<file path="config.mk">
export PLATFORM = sky130hd
export DESIGN_NAME = pcie_read_request_scheduler
export DESIGN_NICKNAME = d
export VERILOG_FILES = /design/src/rtl/pcie_read_request_scheduler.sv
export SDC_FILE = /design/constraint.sdc
export NUM_CORES = 2
export LEC_CHECK = 0
export ABC_CLOCK_PERIOD_IN_PS = 6400
export CAP_MARGIN = 40
export CORE_MARGIN = 5
export CORE_UTILIZATION = 45
export DETAILED_ROUTE_END_ITERATION = 16
export GPL_TIMING_DRIVEN = 0
export PLACE_DENSITY = 0.61
export SYNTH_ARGS = -nofsm -noshare
export SYNTH_HDL_FRONTEND = slang
export SYNTH_SLANG_ARGS = --single-unit
</file>
<file path="constraint.sdc">
create_clock -name clock -period 6.4 [get_ports clock]
set_input_delay 1.28 -clock clock [delete_from_list [all_inputs] [get_ports clock]]
set_output_delay 1.28 -clock clock [all_outputs]
set_load 0.02 [all_outputs]
</file>
<file path="src/rtl/pcie_read_request_scheduler.sv">
// Host-to-card DMA read request scheduler: walks a PIO-loaded page table, issues 512 B
// memory read requests to pcie_tx, and tracks a pool of read tags until their completions land.
module pcie_read_request_scheduler #(
  parameter int          TAGS     = 8,
  parameter logic [7:0]  TAG_BASE = 8'h00
) (
  input  logic        clock,
  input  logic        reset,
  input  logic        pio_write_valid,
  input  logic [12:0] pio_write_address,
  input  logic [63:0] pio_write_data,
  input  logic [9:0]  fifo_free_blocks,
  input  logic        completion_done,
  input  logic [7:0]  completion_done_tag,
  output logic        read_request_valid,
  output logic [63:0] read_request_address,
  output logic [7:0]  read_request_tag,
  input  logic        read_request_ready,
  output logic        active,
  output logic [19:0] request_count,
  output logic [5:0]  outstanding,
  output logic        complete,
  output logic        tag_error
);

  localparam int         SW        = (TAGS > 1) ? $clog2(TAGS) : 1;
  localparam logic [7:0] SLOT_MASK = 8'(TAGS - 1);

  typedef enum logic [1:0] {IDLE, LOOKUP, REQUEST} state_t;

  state_t          state;
  logic [42:0]     page_table [32];
  logic [TAGS-1:0] busy;
  logic [19:0]     limit;
  logic [42:0]     page_q;
  logic [SW-1:0]   slot_q;

  // PIO decode
  logic enable_write, disable_write, limit_write, page_write;
  assign enable_write  = pio_write_valid && (pio_write_address == 13'd16);
  assign disable_write = pio_write_valid && (pio_write_address == 13'd17);
  assign limit_write   = pio_write_valid && (pio_write_address == 13'd18);
  assign page_write    = pio_write_valid && (pio_write_address[12:9] == 4'd2);

  // NOTE: the page table is plain storage that PIO loads before use, so it takes no reset;
  // keeping reset off the array lets it map onto RAM/LUT-RAM.
  always_ff @(posedge clock) begin
    if (page_write) page_table[pio_write_address[4:0]] <= pio_write_data[63:21];
  end

  // Lowest free tag slot; scanning downward lets the lowest index win.
  logic          free_found;
  logic [SW-1:0] free_slot;
  always_comb begin
    // NOTE: every output of this block gets a default first so no path leaves it unassigned (no latch).
    free_found = 1'b0;
    free_slot  = '0;
    for (int i = TAGS - 1; i >= 0; i--) begin
      if (!busy[i]) begin
        free_found = 1'b1;
        free_slot  = SW'(i);
      end
    end
  end

  logic issue_ok;
  assign issue_ok = active && (request_count < limit) && free_found &&
                    (fifo_free_blocks > {4'd0, outstanding});

  // A retire is honoured only for an in-range tag that is currently in flight.
  logic          retire_in_range, retire_ok, fire;
  logic [SW-1:0] retire_slot;
  assign retire_slot     = completion_done_tag[SW-1:0];
  assign retire_in_range = ((completion_done_tag & ~SLOT_MASK) == TAG_BASE) &&
                           (int'(retire_slot) < TAGS);
  assign retire_ok       = completion_done && retire_in_range && busy[retire_slot];
  assign fire            = read_request_valid && read_request_ready;

  assign complete = active && (request_count == limit) && (outstanding == 6'd0);

  // Control registers, tag pool and in-flight count.
  // NOTE: sequential state uses non-blocking assignments so every register samples pre-edge values.
  always_ff @(posedge clock or posedge reset) begin
    if (reset) begin
      active        <= 1'b0;
      request_count <= '0;
      limit         <= '0;
      tag_error     <= 1'b0;
      busy          <= '0;
      outstanding   <= '0;
    end else begin
      if (enable_write && !active) begin
        active        <= 1'b1;
        request_count <= '0;
        tag_error     <= 1'b0;
      end else begin
        if (disable_write) active <= 1'b0;
        if (fire)          request_count <= request_count + 20'd1;
      end
      if (completion_done && !retire_ok) tag_error <= 1'b1;
      if (limit_write) limit <= pio_write_data[19:0];

      // Issue and retire never touch the same slot: a retire needs the slot already busy.
      if (fire)      busy[slot_q]      <= 1'b1;
      if (retire_ok) busy[retire_slot] <= 1'b0;
      case ({fire, retire_ok})
        2'b10:   outstanding <= outstanding + 6'd1;
        2'b01:   outstanding <= outstanding - 6'd1;
        default: outstanding <= outstanding;
      endcase
    end
  end

  // Request FSM: IDLE latches page and tag, LOOKUP forms the request, REQUEST holds it until ready.
  always_ff @(posedge clock or posedge reset) begin
    if (reset) begin
      state                <= IDLE;
      page_q               <= '0;
      slot_q               <= '0;
      read_request_valid   <= 1'b0;
      read_request_address <= '0;
      read_request_tag     <= '0;
    end else begin
      case (state)
        IDLE: begin
          if (issue_ok) begin
            page_q <= page_table[request_count[16:12]];
            slot_q <= free_slot;
            state  <= LOOKUP;
          end
        end
        LOOKUP: begin
          if (!active || disable_write) begin
            state <= IDLE;
          end else begin
            read_request_address <= {page_q, request_count[11:0], 9'd0};
            read_request_tag     <= TAG_BASE | 8'(slot_q);
            read_request_valid   <= 1'b1;
            state                <= REQUEST;
          end
        end
        REQUEST: begin
          // Once raised, valid stays up until accepted, even if disabled meanwhile.
          if (read_request_ready) begin
            read_request_valid <= 1'b0;
            state              <= IDLE;
          end
        end
        default: begin
          read_request_valid <= 1'b0;
          state              <= IDLE;
        end
      endcase
    end
  end

endmodule

</file>
==> impl_metrics.json <==
{
  "fin_cells": 5310,
  "cts_tree": "built",
  "path_clk_slew_ns": 0.06,
  "overflow": 0,
  "ff2ff_path_depth": 8,
  "cp.depth": 5,
  "yosys_most_used_dff": "edfxtp_1",
  "hold_ws_ns": 0.502,
  "crit_path_end": "complete",
  "p_clk_share_pct": 45.3,
  "maxSlewViolCount": 0,
  "grt_max_degree": 114,
  "via_per_inst": 5.94,
  "power_density_mw_per_mm2": 288,
  "core_mm2": 0.132,
  "io_buffers": 185,
  "outcome": "completed",
  "htreeDepth": 4,
  "async_flop_share_pct": 10.6,
  "seqPwrFrac_pct": 53.2,
  "start_util_pct": 45.3,
  "synthCells": 2911,
  "drive_gt1_share_pct": 24.7,
  "ys_seq_area_share_pct": 76.1,
  "netlist_area_mm2": 0.0596,
  "detail_route.wl_per_cell_um": 30.9,
  "crit_slowest_cell": "clkdlybuf4s50_1",
  "row_count": 133,
  "tightest_slew_ns": 1.01,
  "p_leak_uw": 0.0234,
  "worstSetupPathType": "flip-flop to primary output",
  "die-area_mm2": 0.140,
  "cts_buffer_depth": 3,
  "dieWidth_um": 374,
  "grt_pass1_vias": 32400,
  "crit_path_end_kind": "primary output",
  "grt_util_all_layers_pct": 23.2,
  "crit_family": "simple AND/OR/NAND/NOR gates",
  "relSlewSlack_pct": 32.5,
  "wl_mm": 164,
  "synth_top_area_share_pct": 69.3,
  "drcViolationCount": 0,
  "internal_power_uw": 16600,
  "worst_ep_required_time_ns": 5.12,
  "fmax_mhz": 223,
  "rr_startpoint": "request_count[13]",
  "synthToLayoutAreaGrowth_pct": 20.4,
  "grt_setup_unrepaired": "no",
  "insertion_delay_ns": 0.79,
  "drt_iter0_drc": 4049,
  "finalSetupViolCount": 0,
  "fin_worst_skew_ns": 0.0256,
  "rrSetupSlack_ns": 2.18,
  "hp-start": "page_q[21]",
  "combPwrFrac_pct": 1.6,
  "cts_root_buf": "clkbuf_16",
  "cp-startpoint": "request_count[18]",
  "hold_path.class": "flip-flop to flip-flop",
  "num_vias": 31500,
  "die_h_um": 374,
  "antenna_found_initial": 3,
  "antenna_left": 0,
  "synthTopCellsByArea": "edfxtp_1 (69%), mux4_2 (10%), dfrtp_1 (6.8%)",
  "dp_hpwl_mm": 113,
  "hold_viol_final": 0,
  "slowest_delay_ns": 0.60,
  "p_sw_share_pct": 19.8,
  "cp.arrival_ns": 3.21,
  "post_cts_buffers": 0,
  "finalCriticalPeriod_ns": 4.49,
  "nFillCells": 9832,
  "avgSynthCellArea_um2": 20.5,
  "peakVddDrop_mv": 0.241,
  "routabilityCongestion": 0.834,
  "synth_area_leader_cell": "edfxtp_1",
  "cp-start-kind": "flip-flop",
  "io_pins": 202,
  "fin_nets": 3547,
  "critPathMaxFanout": 4,
  "synth_enable_flop_cells": 1376,
  "ctsResizeCount": 0,
  "worst_r2r_endpoint": "page_q[7]",
  "dr.pass1.iters": 6,
  "yosysUniqueCellTypes": 54,
  "grt_pass1_wl_mm": 233,
  "dp.cells": 4987,
  "cp_cell_sequence": "ha_1 -> nand4_1 -> nor4_1 -> and3_1 -> clkdlybuf4s50_1",
  "min_period_over_period_pct": 70.1,
  "cts_buffers": 159,
  "utilization_pct": 54.5,
  "yosysWarningCount": 0,
  "power_switching_uw": 4100,
  "maxCapViolCount": 0,
  "cts.hold.buffers_added": 0,
  "ys_seq_elements": 1539,
  "cts.sinks": 1539,
  "crit_buf_inv": 1
}
[power by group through the flow]
stage               Combinational, uW  Sequential, uW  Clock, uW
finish                            321           11000       9370
global route                      347           11000       9910
CTS                               298           11000       9500
detailed placement                298           11200          0
global placement                  252           11200          0
floorplan                        75.2           11200          0
[how the worst min path moves through the flow]
| stage | endpoint | slack [ns] | cells after the start |
|---|---|---|---|
| floorplan | read_request_address[21] | 0.48 | 1 |
| global placement | read_request_address[51] | 0.49 | 1 |
| detailed placement | read_request_address[46] | 0.49 | 1 |
| CTS | outstanding[5] | 0.51 | 1 |
| global route | read_request_address[42] | 0.51 | 1 |
| finish | read_request_address[42] | 0.50 | 1 |
[per-stage QoR]
stage | power [uW] | setup WS [ns] | TNS [ns] | instance area [um^2]
finish | 20700 | 1.91 | 0 | 71800
global route | 21300 | 1.72 | 0 | 71800
CTS | 20800 | 1.81 | 0 | 71400
detailed placement | 11500 | 1.57 | 0 | 66200
global placement | 11500 | -2.31 | -2339.44 | 63700
floorplan | 11300 | 0.715 | 0 | 59700
[sequential cells by signal (all words and copies together), names as in the netlist]
signal / cells
page_table: 1376
read_request_address: 55
page_q: 43
limit: 20
request_count: 20
busy: 8
outstanding: 6
read_request_tag: 3
slot_q: 3
state: 2
active: 1
read_request_valid: 1
tag_error: 1
[cell type report]
class | count | area [um^2] | area share [%]
well taps | 1755 | 2200 | 3.06
inverters | 37 | 146 | 0.204
diodes | 6 | 15.0 | 0.0209
clock inverters | 86 | 906 | 1.26
flip-flops and latches | 1539 | 45400 | 63.3
plain buffers | 170 | 881 | 1.23
repair buffers | 329 | 4340 | 6.04
multi-input cells | 1178 | 13500 | 18.8
clock buffers | 210 | 4390 | 6.11
[cells by family (layout without fill, tap and decap cells)]
kind of cell,after synthesis,in the layout,synth area share (%)
compound gates,373,373,4.36
buf+inv,207,832,1.71
xor+xnor,23,23,0.338
other cells,1,20,0.00629
fa+ha+maj,33,33,0.705
mux,535,535,15.1
flops,1539,1539,76.1
simple gates,200,200,1.64
[Yosys cell counts, types with 13 or more instances]
master and count:
a211oi_1 84, a21oi_1 71, a22o_1 43, a22oi_1 43, buf_2 59, buf_4 17
clkbuf_1 78, dfrtp_1 163, edfxtp_1 1376, ha_1 32, inv_1 37, mux2_2 47
mux2_4 58, mux2i_1 166, mux4_2 264, nand2_1 46, nand3_1 13, nor2_1 69
o21ai_0 32, o221ai_1 41, o22ai_1 41, xor2_1 15
[layout by cell type, fill, tap and decap left out, types with 26 or more instances in the layout]
cell type        netlist  routed
clkinv_2               0      37
a21oi_1               71      71
clkbuf_1              78     112
buf_12                 6      59
ha_1                  32      32
a22oi_1               43      43
mux2i_1              166     166
clkbuf_16              0     163
o22ai_1               41      41
mux2_2                47      47
o221ai_1              41      41
mux4_2               264     264
buf_6                  1      26
buf_2                 59      60
inv_1                 37      36
a211oi_1              84      84
clkdlybuf4s50_1        0     185
buf_8                  0      52
dfrtp_1              163     163
a22o_1                43      43
nor2_4                 0      33
o21ai_0               32      32
mux2_4                58      58
nor2_1                69      36
nand2_1               46      46
edfxtp_1            1376    1376
[worst register-to-register path: stages (launching register included)]
cell and delay [ns]:
dfrtp_1 0.43, buf_2 0.51, buf_2 0.63, clkbuf_1 0.40
clkbuf_1 0.71, mux4_2 0.42, a211oi_1 0.47, a21oi_1 0.24
mux2_2 0.31
[layer usage]
layer	share of wire [%]	wire length, um	track usage (%)	up-vias
met1	41	66800	32.1	16700
li1	-	-	-	13100
met3	8.2	13400	4.78	272
met5	0.0055	9	0	-
met2	48	79500	37.5	1532
met4	2.7	4520	6.86	2
No activity file was read; power rests on OpenSTA's default activity.
